File: config.mk
export PLATFORM = sky130hd
export DESIGN_NAME = spi_cs_arbiter
export DESIGN_NICKNAME = d
export VERILOG_FILES = /design/src/rtl/spi_cs_arbiter.sv
export SDC_FILE = /design/constraint.sdc
export NUM_CORES = 1
export LEC_CHECK = 0
export CAP_MARGIN = 20
export CORE_AREA = 2 2 76 78
export DETAILED_ROUTE_END_ITERATION = 16
export DIE_AREA = 0 0 78 80
export GPL_ROUTABILITY_DRIVEN = 0
export SLEW_MARGIN = 15
export SYNTH_ARGS = -nofsm -noshare
export SYNTH_HDL_FRONTEND = slang
export SYNTH_SLANG_ARGS = --single-unit
export TNS_END_PERCENT = 10
File: constraint.sdc
create_clock -name clk27 -period 2.2 [get_ports clk27]
set_clock_uncertainty 0.05 [all_clocks]
set_input_delay 0.44 -clock clk27 [delete_from_list [all_inputs] [get_ports clk27]]
set_output_delay 0.44 -clock clk27 [all_outputs]
set_load 0.005 [all_outputs]
File: src/rtl/spi_cs_arbiter.sv
// spi_cs_arbiter: round-robin owner of a shared SPI bus between SD card and LCD with CS setup/hold/guard timing and grant timeout
module spi_cs_arbiter #(
    parameter int CS_SETUP = 4,
    parameter int CS_HOLD  = 4,
    parameter int GUARD    = 2,
    parameter int TIMEOUT  = 65535
) (
    input  logic clk27,
    input  logic reset_n,
    input  logic req_sd,
    input  logic req_lcd,
    input  logic tmo_clr,
    output logic gnt_sd,
    output logic gnt_lcd,
    output logic sd_ss_n,
    output logic lcd_cs_n,
    output logic busy,
    output logic tmo_flag,
    output logic tmo_src
);
    typedef enum logic [2:0] {S_IDLE, S_SETUP, S_ACTIVE, S_HOLD, S_GUARD} state_t;
    state_t state, state_n;
    logic owner, owner_n, last_owner, last_n;
    logic rearm_sd, rearm_sd_n, rearm_lcd, rearm_lcd_n;
    logic elig_sd, elig_lcd, own_req, tmo_hit, sel_n;
    logic [15:0] cnt, cnt_n;
    // next state, owner choice, phase counter and timeout detection
    always_comb begin
        elig_sd = req_sd & rearm_sd;
        elig_lcd = req_lcd & rearm_lcd;
        own_req = owner ? req_lcd : req_sd;
        state_n = state;
        owner_n = owner;
        last_n = last_owner;
        tmo_hit = 1'b0;
        case (state)
            S_IDLE:
                if (elig_sd | elig_lcd) begin
                    state_n = S_SETUP;
                    owner_n = (elig_sd & elig_lcd) ? ~last_owner : elig_lcd;
                end
            S_SETUP:
                if (!own_req) state_n = S_HOLD;
                else if (cnt == 16'(CS_SETUP - 1)) state_n = S_ACTIVE;
            S_ACTIVE:
                if (!own_req) state_n = S_HOLD;
                else if (cnt == 16'(TIMEOUT - 1)) begin
                    state_n = S_HOLD;
                    tmo_hit = 1'b1;
                end
            S_HOLD:
                if (cnt == 16'(CS_HOLD - 1)) begin
                    state_n = S_GUARD;
                    last_n = owner;
                end
            S_GUARD:
                if (cnt == 16'(GUARD - 1)) state_n = S_IDLE;
            default: state_n = S_IDLE;
        endcase
        cnt_n = (state_n != state || state == S_IDLE) ? 16'd0 : cnt + 16'd1;
        rearm_sd_n = (tmo_hit && !owner) ? 1'b0 : (rearm_sd | ~req_sd);
        rearm_lcd_n = (tmo_hit && owner) ? 1'b0 : (rearm_lcd | ~req_lcd);
        sel_n = state_n inside {S_SETUP, S_ACTIVE, S_HOLD};
    end
    // state and registered outputs, all taken from next-state values
    always_ff @(posedge clk27 or negedge reset_n) begin
        if (!reset_n) begin
            state <= S_IDLE;
            owner <= 1'b0;
            last_owner <= 1'b1;
            cnt <= 16'd0;
            rearm_sd <= 1'b1;
            rearm_lcd <= 1'b1;
            gnt_sd <= 1'b0;
            gnt_lcd <= 1'b0;
            sd_ss_n <= 1'b1;
            lcd_cs_n <= 1'b1;
            busy <= 1'b0;
            tmo_flag <= 1'b0;
            tmo_src <= 1'b0;
        end else begin
            state <= state_n;
            owner <= owner_n;
            last_owner <= last_n;
            cnt <= cnt_n;
            rearm_sd <= rearm_sd_n;
            rearm_lcd <= rearm_lcd_n;
            gnt_sd <= state_n == S_ACTIVE && !owner_n;
            gnt_lcd <= state_n == S_ACTIVE && owner_n;
            sd_ss_n <= !(sel_n && !owner_n);
            lcd_cs_n <= !(sel_n && owner_n);
            busy <= state_n != S_IDLE;
            tmo_flag <= tmo_hit | (tmo_flag & ~tmo_clr);
            tmo_src <= tmo_hit ? owner : tmo_src;
        end
    end
endmodule

==> metrics.yaml <==
status: "finished clean"
synth-edff-count: 0
ys_seq_area_share_pct: 47.1
min_path_type: "reg2reg"
final_cells: 244
io_buffers: 11
dieArea_sq_um: 6240
slew_violations: 0
critical_path_buf_inv_count: 0
crit_family: "simple AND/OR/NAND/NOR gates"
grt_pass1_vias: 1172
cts.path.max_buffers: 2
dp.cells: 236
synthToLayoutAreaGrowth_pct: 19.4
grt-ovfl-total: 0
core_area_sq_um: 5410
ys_types: 40
ctsResizeCount: 0
ir_drop_mv: 0.480
synth_top_family_by_area: "simple AND/OR/NAND/NOR gates"
num_rows: 27
synth_async_sr_flop_share_pct: 100
hold_viol: 0
fin_crit_sh_pct: 88.5
post-place-ws_ns: -0.0147
cts_tree: "yes"
clockRootBuffer: "clkbuf_8"
synthMuxAreaShare_pct: 2.02
die_width_um: 78
numClockSinks: 30
synth_ff_type: "dfrtp_1"
yosysWarningCount: 0
cp-start-kind: "register"
cap_violations: 0
setup_viol: 0
final_common_cell: "dfrtp_1"
slowest_delay_ns: 0.42
cts_hold_buf: 0
routed_wl_mm: 3.07
drt_iter0_drc: 35
final_net_count: 179
worstMarginPinSlew_ns: 0.454
cp.arrival_ns: 2.10
p_per_area_nw_per_um2: 1110
grtUsageTotal_pct: 11.2
vias_per_cell: 4.82
path_class: "reg2reg"
synth_nets: 163
route.detailed.drc: 0
drtAntennaViolNets: 0
p_leak_nw: 0.792
crit_chain: "nor4_1, and4_1, nand3_1, mux2_2, nor4b_2"
synth-compound-area-share_pct: 12.1
worstPathMaxFanout: 8
num_vias: 1177
synthSimpleGateAreaFrac_pct: 23.7
wl_per_cell_um: 12.6
post_cts_buffers: 0
first_pass_iters: 4
tns_ns: 0
avgSynthCellArea_sq_um: 10.4
ys_ff_latch: 30
die_h_um: 80
antennaDiodeCount: 0
rsz0062_at_grt: "false"
grt_pass1_wl_mm: 5.38
grt_max_degree: 31
synthCells: 155
final_cell_mix: "dfrtp_1, xor2_1, clkdlybuf4s50_1"
io_pins: 12
slew_headroom_pct: 69.4
clk_pin_slew_ns: 0.07
critPathRequiredTime_ns: 2.35
synth-xor-area-share_pct: 8.17
critPathSlowestCell: "dfrtp_1"
setup_ws_ns: 0.254
max_freq_mhz: 514
cts_buffers: 5
whs_ns: 0.452
ctsHtreeMaxLevel: 2
hpwlAfterDp_mm: 2.17
crit_path_end_kind: "register"
start_util_pct: 29.7
period_needed_ns: 1.95
syn_area_sq_um: 1610
drive_gt1_share_pct: 19.8
power.total_w: 0.00212
clkLatencyLatePin_ns: 0.29
antenna_found_initial: 0
synth-adder-area-share_pct: 2.33
-- registers in the layout (all words and copies together) (netlist names) --
register,flops
cnt,16
state,3
busy,1
gnt_lcd,1
gnt_sd,1
last_owner,1
lcd_cs_n,1
owner,1
rearm_lcd,1
rearm_sd,1
sd_ss_n,1
tmo_flag,1
tmo_src,1
-- power by group --
| part | internal, W | switching (W) |
|---|---|---|
| sequential | 0.000673 | 0.000124 |
| combinational | 0.000361 | 0.000391 |
| clock | 0.000369 | 0.000206 |
-- cells by family after synthesis --
kind of cell | after synthesis
AO/OA/AOI/OAI | 27
XOR/XNOR | 15
adder cells (fa/ha/maj) | 3
buffers and inverters | 12
flip-flops | 30
multiplexers | 3
AND/OR/NAND/NOR | 65
-- layer usage --
layer,vias up,routed length [um],global-route usage [%]
met1,578,1500,13.7
met2,15,1410,18.0
li1,577,-,-
met5,-,0,0
met4,0,61,5.26
met3,7,106,3.51
-- final cells by class --
class	instances	area [sq um]
Multi-Input combinational cell	113	777
Fill cell	551	3490
Timing Repair Buffer	16	160
Sequential cell	30	757
Clock inverter	1	30.0
Clock buffer	7	86.3
Inverter	5	18.8
Tap cell	72	90.1
-- per-stage QoR --
stage,instance area [sq um],utilization (%)
after CTS,1920,35.5
final,1920,35.5
after global routing,1920,35.5
after floorplan,1610,-
after detailed placement,1800,33.4
after global placement,1800,33.4
-- tightest hold or removal path: stages (launching register included) --
cell     delay, ns
dfstp_2       0.38
o21ai_0       0.06
nand2_1       0.05
-- cell usage after synthesis, types with 2 or more instances --
library cell,number,area (sq um)
nand3_1,10,50.1
buf_2,2,10.0
xnor2_1,4,35.0
inv_1,5,18.8
a311oi_1,2,17.5
mux2_2,2,22.5
dfstp_2,5,131
nor4_1,4,25.0
a21oi_1,4,20.0
nor2_2,9,56.3
and2_1,2,12.5
nand2b_1,2,12.5
nor2_1,10,37.5
dfrtp_1,25,626
ha_1,3,37.5
nor3_1,2,10.0
o21bai_1,2,15.0
a22o_1,3,26.3
nand2_1,10,37.5
and3_1,5,31.3
nand4_1,2,12.5
and4_1,4,35.0
xor2_1,11,96.3
o21ai_0,7,35.0
buf_6,3,33.8
a21o_1,3,22.5
-- path summary, 6_finish.rpt --
check / from / endpoint / slack (ns) / cells after the start
max: cnt[4] / gnt_lcd / 0.25 / 5
max reg2reg: cnt[4] / gnt_lcd / 0.25 / 5
max in group asynchronous: reset_n / last_owner / 1.29 / 2
min: rearm_sd / rearm_sd / 0.45 / 2
min reg2reg: rearm_sd / rearm_sd / 0.45 / 2
min in group asynchronous: reset_n / busy / 0.48 / 2
No activity file was read; power rests on OpenSTA's default activity.
